===== src/rtl/uart_tx_controller.sv =====
// uart_tx_controller: 8N1 UART transmitter fed by a small byte FIFO.
// Frames are 1 start bit, 8 data bits LSB first, 1 stop bit; TX_DONE pulses after each.
module uart_tx_controller #(
    parameter int CLKS_PER_BIT = 5208,
    parameter int FIFO_DEPTH   = 4,
    parameter int FIFO_AW      = 2
) (
    input  logic       clk,
    input  logic       rst_n,
    input  logic       TX_WR,
    input  logic [7:0] TX_DATA,
    output logic       UART_TXD,
    output logic       TX_FULL,
    output logic       TX_BUSY,
    output logic       TX_DONE
);
    typedef enum logic [2:0] {IDLE, START, DATA, STOP, CLEANUP} state_t;
    localparam logic [15:0]      LAST  = 16'(CLKS_PER_BIT - 1);
    localparam logic [FIFO_AW:0] DEPTH = (FIFO_AW + 1)'(FIFO_DEPTH);
    localparam logic [FIFO_AW:0] ONE   = (FIFO_AW + 1)'(1);
    state_t             state_q, state_d;
    logic [15:0]        cnt_q, cnt_d;
    logic [2:0]         idx_q, idx_d;
    logic [7:0]         shift_q, shift_d;
    logic               txd_q, txd_d;
    logic               done_q, done_d;
    logic [FIFO_AW-1:0] wp_q, wp_d, rp_q, rp_d;
    logic [FIFO_AW:0]   count_q, count_d;
    logic [7:0]         mem_q [FIFO_DEPTH];
    logic               push, pop;

    // A write while full is dropped even if the FSM pops in the same cycle.
    assign TX_FULL  = count_q == DEPTH;
    assign TX_BUSY  = state_q != IDLE || count_q != '0;
    assign push     = TX_WR && !TX_FULL;
    assign pop      = state_q == IDLE && count_q != '0;
    assign UART_TXD = txd_q;
    assign TX_DONE  = done_q;

    always_comb begin
        wp_d    = push ? wp_q + FIFO_AW'(1) : wp_q;
        rp_d    = pop ? rp_q + FIFO_AW'(1) : rp_q;
        count_d = (push && !pop) ? count_q + ONE : (pop && !push) ? count_q - ONE : count_q;
    end

    always_comb begin
        state_d = state_q;
        cnt_d   = cnt_q;
        idx_d   = idx_q;
        shift_d = shift_q;
        txd_d   = txd_q;
        done_d  = 1'b0;
        case (state_q)
            IDLE: begin
                cnt_d   = '0;
                idx_d   = '0;
                txd_d   = !pop;
                shift_d = pop ? mem_q[rp_q] : shift_q;
                state_d = pop ? START : IDLE;
            end
            START: begin
                cnt_d   = cnt_q == LAST ? '0 : cnt_q + 16'd1;
                txd_d   = cnt_q == LAST ? shift_q[0] : 1'b0;
                state_d = cnt_q == LAST ? DATA : START;
            end
            DATA: begin
                cnt_d = cnt_q == LAST ? '0 : cnt_q + 16'd1;
                if (cnt_q == LAST) begin
                    idx_d   = idx_q == 3'd7 ? 3'd0 : idx_q + 3'd1;
                    txd_d   = idx_q == 3'd7 ? 1'b1 : shift_q[idx_q + 3'd1];
                    state_d = idx_q == 3'd7 ? STOP : DATA;
                end
            end
            STOP: begin
                txd_d   = 1'b1;
                cnt_d   = cnt_q == LAST ? '0 : cnt_q + 16'd1;
                state_d = cnt_q == LAST ? CLEANUP : STOP;
            end
            CLEANUP: begin
                txd_d   = 1'b1;
                done_d  = 1'b1;
                state_d = IDLE;
            end
            default: begin
                txd_d   = 1'b1;
                state_d = IDLE;
            end
        endcase
    end

    always_ff @(posedge clk or negedge rst_n) begin
        if (!rst_n) begin
            state_q <= IDLE;
            cnt_q   <= '0;
            idx_q   <= '0;
            shift_q <= '0;
            txd_q   <= 1'b1;
            done_q  <= 1'b0;
            wp_q    <= '0;
            rp_q    <= '0;
            count_q <= '0;
        end else begin
            state_q <= state_d;
            cnt_q   <= cnt_d;
            idx_q   <= idx_d;
            shift_q <= shift_d;
            txd_q   <= txd_d;
            done_q  <= done_d;
            wp_q    <= wp_d;
            rp_q    <= rp_d;
            count_q <= count_d;
        end
    end

    // Storage is not reset; flushing the pointers and count empties the queue.
    always_ff @(posedge clk) begin
        if (push) mem_q[wp_q] <= TX_DATA;
    end
endmodule


===== config.mk =====
export PLATFORM = sky130hd
export DESIGN_NAME = uart_tx_controller
export DESIGN_NICKNAME = d
export VERILOG_FILES = /design/src/rtl/uart_tx_controller.sv
export SDC_FILE = /design/constraint.sdc
export NUM_CORES = 1
export LEC_CHECK = 0
export CAP_MARGIN = 5
export CELL_PAD_IN_SITES_DETAIL_PLACEMENT = 0
export CELL_PAD_IN_SITES_GLOBAL_PLACEMENT = 1
export CORE_MARGIN = 8
export CORE_UTILIZATION = 44
export CTS_BUF_LIST = sky130_fd_sc_hd__clkbuf_8
export DETAILED_ROUTE_END_ITERATION = 8
export PLACE_DENSITY = 0.71
export SLEW_MARGIN = 20
export SYNTH_ARGS = -nofsm -noshare
export SYNTH_HDL_FRONTEND = slang
export SYNTH_SLANG_ARGS = --single-unit

===== constraint.sdc =====
create_clock -name clk -period 3 [get_ports clk]
set_clock_uncertainty 0.15 [all_clocks]
set_input_delay 0.9 -clock clk [delete_from_list [all_inputs] [get_ports clk]]
set_output_delay 0.9 -clock clk [all_outputs]
set_load 0.01 [all_outputs]

* Word level (Yosys, flattened, before mapping)
Memories as Yosys holds them, arrays and structs flattened. A register that Yosys moved wholly into a read port is not among the register bits.
Cells that the tools add are included.
** Operators by class
- Add/subtract/negate cells :: 6
- Order comparisons :: 1
- Equal/unequal tests :: 8
- Muxes and demuxes :: 22
- Reductions and logical operators :: 18
** Operators by type and width (number)
- $pmux W16 S2 :: 1
- $mux W3 :: 6
- $add A16 B1 Y16 const B :: 1
- $eq A16 B13 Y1 const B :: 1
- $mux W16 :: 1
- $pmux W3 S4 :: 1
- $eq A3 B3 Y1 const B :: 3
- $mux W1 :: 9
- $add A3 B1 Y3 const B :: 2
- $eq A3 B2 Y1 const B :: 2
- $pmux W3 S2 :: 1
- $reduce_bool A2 Y1 :: 3
- $reduce_bool A3 Y1 :: 2
- $add A2 B1 Y2 const B :: 2
- $logic_and A1 B1 Y1 :: 4
- $logic_not A1 Y1 :: 4
- $lt A3 B4 Y1 const B :: 1
- $reduce_and A2 Y1 :: 2
- $bmux W1 S3 :: 1
- $eq A3 B1 Y1 const B :: 1
- $logic_not A3 Y1 :: 1
- $pmux W1 S3 :: 1
- $reduce_or A3 Y1 :: 1
- $sub A3 B1 Y3 const B :: 1
- 3 further kinds :: 3
** Word-level totals
- Flip-flop bits (word level) :: 31
- Memory bits (writable) :: 32
- Input bits :: 11
- Word-level logic and storage cells :: 64
- Memories :: 1
** Memories
- mem_q :: words 4, width 8, read ports 1, clocked after memory_dff 1, write ports 1, line 29 : logic [7:0] mem_q [FIFO_DEPTH];

* Logic depth before layout (Yosys ltp)
Gate-level depths: netlist (run 1).
- Word-level depth :: 7
- Depth in mapped cells :: 10
- Mapped depth without buffers :: 8

* Least setup slack after synthesis (run 1)
Ideal clock, no wire load.
- Path type :: register to register
- From :: reg count_q[0]
- To :: reg count_q[2]
- Library setup time :: 0.079 ns
- Data arrival time :: 2.267 ns
- Data required time :: 2.771 ns
- Setup slack :: 0.504 ns
- Cell stages (with the launch flop) :: 10
- Period minus slack after synthesis :: 2.496 ns
- Cell sequence :: dfrtp_1 -> nor3_1 -> nand2b_1 -> clkbuf_1 -> ha_1 -> inv_1 -> fa_1 -> xor2_1 -> nor2_1 -> xor2_1
** Between the ends
- Longest elaborated chain between the ends :: 6
- Elaborated cells on any way between the ends :: 14
- Classes of those cells :: add/sub: 2; eq/ne: 1; mux: 2; reduce/logical: 9
** Ends and longest elaborated chain
- start: declaration :: line 28 : logic [FIFO_AW:0] count_q, count_d;
- start signal: assignment :: line 111 : count_q <= count_d;
- branches (longest 6 deep; another with $sub A3 B1 Y3)
Parallel ways; which one is timed is not known. The select of a mux whose other input is x is not followed.
A chain may end at the register's enable or synchronous reset.

* Worst setup path in the final report (run 1)
- From :: reg count_q[0]
- To :: out TX_BUSY
** Between the ends
- Longest elaborated chain between the ends :: 2
** Ends and longest elaborated chain
- $reduce_bool A3 Y1 :: line 34 : assign TX_BUSY = state_q != IDLE || count_q != '0;
- $logic_or A1 B1 Y1 :: line 34
- end: declaration :: line 14 : output logic TX_BUSY,
No other way between the ends.

==> impl_results.md, run 1 <==
* CTS Buf Count at 9
* CTS H-Tree Depth at 3
* RSZ-0062 raised after global routing: no
* Setup TNS at 0 ns
* Clk slew on worst S/H paths at 0.08 ns
* Post-synth top flop: dfrtp_1
* Multi-input logic area at 0.00126 mm2
* Crit-path slowest cell: clkdlybuf4s50_1
* GP Congestion at 0.707
* Routed Antenna Nets at 0
* Crit path capture type: output port
* Filler Cell Count at 658
* Final HPWL from detailed placement at 4050 um
* Leakage power total at 1.45 nW
* Initial Util at 45.4%
* # hold bufs at CTS at 0
* DP Cell Count at 361
* Post-DP Area at 0.00354 mm2
* Crit Path Class: flip-flop to output port
* RR Endpoint: cnt_q[12]
* Max Transition Viols Final at 0
* R2R setup slack at 0.56 ns
* Drt pass-1 iters at 4
* Clk buf depth at 2
* Worst hold path class: primary input to asynchronous set/reset pin
* Clk Latency, worst-skew pair at 0.33 ns
* Crit-path cells: nor3_1 > buf_4 > nand2_1 > clkdlybuf4s50_1
* Slew @ Worst Pin at 0.592 ns
* PD cells at 662 mW/mm2
* Pin count of the biggest net entering global routing at 24
* Max VDD drop at 350 uV
* Core Rows at 31
* Reg2reg start: cnt_q[0]
* Worst rel slew slack at 60.5%
* Vias per std cell at 5.43
* Port-buffer cells at 14
* Post-Synthesis Cells at 257
* Final nets at 293
* Async S/R FF share, synth at 54.9%
* Vias in the first global route at 2069
* Drt initial violations at 67
* Arrival @ worst endpoint at 1.75 ns
* Synth cell types at 52
* CTS Root Cell: clkbuf_8
* Max Freq at 358 MHz
* Yosys reg bits at 71
* Top sig layer: met4
* Final setup fails at 0
* Die area at 0.0105 mm2
* Die width at 103 um
* Avg Cell Area, Syn at 12.8 um2
* Yosys top cell by area: edfxtp_1
* Initial antenna violation count at 0
* Synth Cell Area at 0.00330 mm2
* Antenna cells at 0
* Slack of the critical path at 0.204 ns
* Post-synth EDFFs at 32
* Grt ovf at 0
* Sequential fraction of the synthesis area at 58.8%
* Status: complete, no violations
* Syn Nets at 277
* Most common cell after layout, fill and taps aside: dfrtp_1
* DRC at 0
* CTS resizes at 0
* DRT Wirelength at 5860 um
* Sequential cell area at 0.00194 mm2
* Design area at 0.00372 mm2
* Most frequent cells in the layout: dfrtp_1 (38), edfxtp_1 (32), nand2_1 (22), a31oi_1 (13), clkdlybuf4s50_1 (13)
* Final Hold Vio Count at 0
* Wire length on met3 at 224 um
* Crit-path max FO at 4
* Final period util at 93.2%
* CP Launch Type: flip-flop
* Yosys warns at 0
* Synth top area cells: edfxtp_1 (29%), dfrtp_1 (29%), mux4_2 (5.5%)
* Via count at 2046
* CP Data Required Time at 1.95 ns
* Synth top area share at 29.2%
* Slowest stage delay, CP at 0.49 ns
* Clock Sink Count at 71
* DIE HEIGHT at 103 um
* # Post-CTS Setup Buffers at 0
* Dpl ws at 0.198 ns
* Layout Cells excl Fill at 377
* Final min period at 2.80 ns
* DRT met1 WL at 2880 um
* Max Cap Viol at 0
* Register-to-Register Path Depth at 6
* WL/cell at 15.5 um
* Met2 WL at 2680 um
* Fraction of layout cells with a size suffix above 1 at 18.3%
* IO Count at 15
* Core Footprint at 0.00725 mm2
* Area growth, synth to finish at 12.9%
* GRT Resource Usage Total at 12.7%
* First-pass GRT wire length at 10300 um
* TritonCTS clock tree: built
-- worst max-delay path by stage --
stage | startpoint | to | slack (ns)
final | count_q[0] | TX_BUSY | 0.20
after global routing | count_q[0] | TX_BUSY | 0.13
after CTS | count_q[0] | TX_BUSY | 0.20
after detailed placement | TX_WR | count_q[2] | 0.20
after global placement | TX_WR | count_q[2] | 0.24
after floorplan | count_q[0] | count_q[2] | 0.50
-- sequential cells by signal, indices dropped and copies added (netlist names) --
name / cells
mem_q: 32
wp_q: 2
UART_TXD: 1
shift_q: 8
count_q: 3
TX_DONE: 1
cnt_q: 16
state_q: 3
idx_q: 3
rp_q: 2
-- cell type report --
class,count,share of cell area [%]
Multi-Input combinational cell,162,33.8
Clock buffer,9,3.33
Clock inverter,7,1.58
Timing Repair Buffer,21,5.05
Sequential cell,71,52.1
Tap cell,99,3.33
Inverter,8,0.807
-- cell usage after synthesis, types with 4 or more instances --
| library cell | n |
|---|---|
| mux2_2 | 11 |
| inv_1 | 8 |
| a31oi_1 | 13 |
| dfrtp_1 | 38 |
| nand3_1 | 7 |
| a21oi_1 | 6 |
| xor2_1 | 5 |
| nand4_1 | 4 |
| and2_1 | 4 |
| buf_2 | 6 |
| edfxtp_1 | 32 |
| mux4_2 | 8 |
| nand2_1 | 22 |
| o21ai_0 | 7 |
| ha_1 | 8 |
| nor2_1 | 11 |
| clkbuf_1 | 8 |
| nor3_1 | 6 |
-- power by group --
| part | leakage [nW] | total, W | switching [W] | internal (W) |
|---|---|---|---|---|
| sequential | 0.784 | 0.00135 | 0.000152 | 0.00120 |
| clock | 0.0877 | 0.000710 | 0.000396 | 0.000315 |
| combinational | 0.574 | 0.000398 | 0.000194 | 0.000204 |
| total | 1.45 | 0.00246 | 0.000742 | 0.00172 |
-- routing by layer --
layer	up-vias	global-route usage (%)
li1	995	-
met1	1016	17.6
met2	26	18.9
met3	9	3.44
met4	0	4.40
met5	-	0
-- cell families (layout without fill, tap and decap cells) --
family / Yosys count / in the layout / synth area share, %
AOI/OAI and AO/OA: 43 / 43 / 8.73
xor gates and xnor gates: 8 / 8 / 2.13
adders and majority gates: 9 / 9 / 3.64
buffers and inverters: 24 / 45 / 3.19
DFF: 71 / 71 / 58.8
muxes: 22 / 22 / 10.1
and+or+nand+nor: 80 / 80 / 13.4
-- worst max-delay path: cells and delay by family, from the launching register on --
kind | cells | cell delay [ns]
and+or+nand+nor | 2 | 0.31
buffers and inverters | 2 | 0.67
DFF | 1 | 0.45
-- stage by stage --
stage,hold WS [ns],power [W],util [%]
after global placement,0.327,0.00176,48.8
after global routing,0.345,0.00263,51.3
after CTS,0.331,0.00250,51.3
after floorplan,0.306,0.00165,-
after detailed placement,0.342,0.00178,48.8
final,0.320,0.00246,51.3
(Power assumes the default switching activity.)
==> run 2: changes to the inputs <==
- RECOVER_POWER: not set -> 25
==> run 2 against run 1 <==
Compared with the run above:
- utilization shrank 0.10 points
- worst hold slack gained 0.031 ns
- maximum frequency is essentially flat
- cell count is the same
- die area is the same
- critical path depth is the same
- sequential power is essentially flat
- first-iteration DRC count shrank 1.5%
- non-clock buffer count is the same
- largest cell class unchanged
- highest routed layer unchanged
==> impl_results.md, run 2 (synthesis results as in run 1) <==
* Die area at 0.0105 mm2
* Most common cell after layout, fill and taps aside: dfrtp_1
* Leakage power total at 1.44 nW
* Status: complete, no violations
* Area growth, synth to finish at 12.6%
* DRT Wirelength at 5840 um
* Crit path capture type: output port
* CP Launch Type: flip-flop
* Final setup fails at 0
* Clock Sink Count at 71
* Psw at 0.000741 W
* Fraction of layout cells with a size suffix above 1 at 17.6%
* Final period util at 93.2%
* Internal power at 0.00172 W
* Sequential cell area at 0.00194 mm2
* Via count at 2069
* RR Endpoint: cnt_q[12]
* CTS Buf Count at 9
* Port-buffer cells at 14
* Final nets at 293
* Combinational fraction of design power at 16.1%
* Final Hold Vio Count at 0
* CTS H-Tree Depth at 3
* Register-to-Register Path Depth at 6
* RSZ-0062 raised after global routing: no
* Pin count of the biggest net entering global routing at 24
* # hold bufs at CTS at 0
* Power share of the clock group at 28.8%
* Vias in the first global route at 2069
* GP Congestion at 0.707
* IO Count at 15
* Sequential share of power at 55.0%
* # Post-CTS Setup Buffers at 0
* Most frequent cells in the layout: dfrtp_1 (38), edfxtp_1 (32), nand2_1 (22), a31oi_1 (13), clkdlybuf4s50_1 (13)
* CTS Root Cell: clkbuf_8
* PD cells at 663 mW/mm2
* Clk slew on worst S/H paths at 0.08 ns
* GRT Resource Usage Total at 12.7%
* Die width at 103 um
* Sw Ratio at 30.1%
* Initial Util at 45.4%
* CTS resizes at 0
* Clk buf depth at 2
* R2R setup slack at 0.57 ns
* CP Data Required Time at 1.95 ns
* Filler Cell Count at 660
* DIE HEIGHT at 103 um
* TritonCTS clock tree: built
* First-pass GRT wire length at 10300 um
* Arrival @ worst endpoint at 1.75 ns
* Antenna cells at 0
* Drt initial violations at 66
* Core Rows at 31
* Max Freq at 358 MHz
* Reg2reg start: cnt_q[0]
* Largest register FFs at 32
* Hold Path Sink: count_q[2]
* Worst hold stages at 1
* Reg with most FFs: mem_q
* Vias per std cell at 5.49
* Setup TNS at 0 ns
* Slew @ Worst Pin at 0.889 ns
* Final HPWL from detailed placement at 4050 um
* Routed Antenna Nets at 0
* Initial antenna violation count at 0
* Max VDD drop at 350 uV
* Multi-input logic area at 0.00126 mm2
* Biggest regs: mem_q (32), cnt_q (16), shift_q (8)
* Final min period at 2.80 ns
* WL/cell at 15.5 um
* Max Transition Viols Final at 0
* Crit-path max FO at 4
* Grt ovf at 0
* Crit Path Class: flip-flop to output port
* Drt pass-1 iters at 4
* DRC at 0
* Clk Latency, worst-skew pair at 0.33 ns
* Worst hold path class: flip-flop to flip-flop
* Core Footprint at 0.00725 mm2
* Max Cap Viol at 0
* Worst rel slew slack at 40.7%
* Hold path start: count_q[2]
* Min Hold Slack at 0.351 ns
run 2: cell count changes in the layout (fill, tap and decap cells not counted):
cell      previous run  this run
buf_4                7         5
clkbuf_1             0         2
buf_2                1         0
clkbuf_2             0         1
run 2: routing by layer:
metal | vias to the layer above | track usage, % | wire length (um)
li1 | 996 | - | -
met1 | 1032 | 17.6 | 2840
met2 | 32 | 18.9 | 2680
met3 | 9 | 3.44 | 248
met4 | 0 | 4.40 | 72
met5 | - | 0 | 0
run 2: worst max-delay path by stage:
stage          slack [ns]        from    endpoint
2_1_floorplan        0.50  count_q[0]  count_q[2]
3_3_place_gp         0.24       TX_WR  count_q[2]
3_5_place_dp         0.20       TX_WR  count_q[2]
4_1_cts              0.20  count_q[0]     TX_BUSY
5_1_grt              0.13  count_q[0]     TX_BUSY
6_report             0.20  count_q[0]     TX_BUSY
run 2: power by group through the flow:
stage | combinational, W | clock, W | sequential (W)
final | 0.000397 | 0.000710 | 0.00135
after global routing | 0.000466 | 0.000777 | 0.00138
after CTS | 0.000407 | 0.000736 | 0.00136
after detailed placement | 0.000407 | 0 | 0.00138
after global placement | 0.000395 | 0 | 0.00137
after floorplan | 0.000342 | 0 | 0.00130
run 2: worst max-delay path, cell delays in order (launching register included):
cell	delay, ns
dfrtp_1	0.45
nor3_1	0.26
buf_4	0.18
nand2_1	0.05
clkdlybuf4s50_1	0.48
run 2: cell type report:
class,instances,area share (%)
Clock inverter,7,1.58
Multi-Input combinational cell,162,33.9
Timing Repair Buffer,21,4.85
Inverter,8,0.809
Clock buffer,9,3.34
Tap cell,99,3.34
Sequential cell,71,52.2
run 2: stage by stage:
step | area [um2] | worst slack (ns) | cells | total power, W | util, %
after floorplan | 3300 | 0.504 | 257 | 0.00165 | -
after global placement | 3540 | 0.243 | 361 | 0.00176 | 48.8
after detailed placement | 3540 | 0.198 | 361 | 0.00178 | 48.8
after CTS | 3720 | 0.201 | 377 | 0.00250 | 51.3
after global routing | 3710 | 0.135 | 377 | 0.00263 | 51.2
final | 3710 | 0.204 | 377 | 0.00246 | 51.2
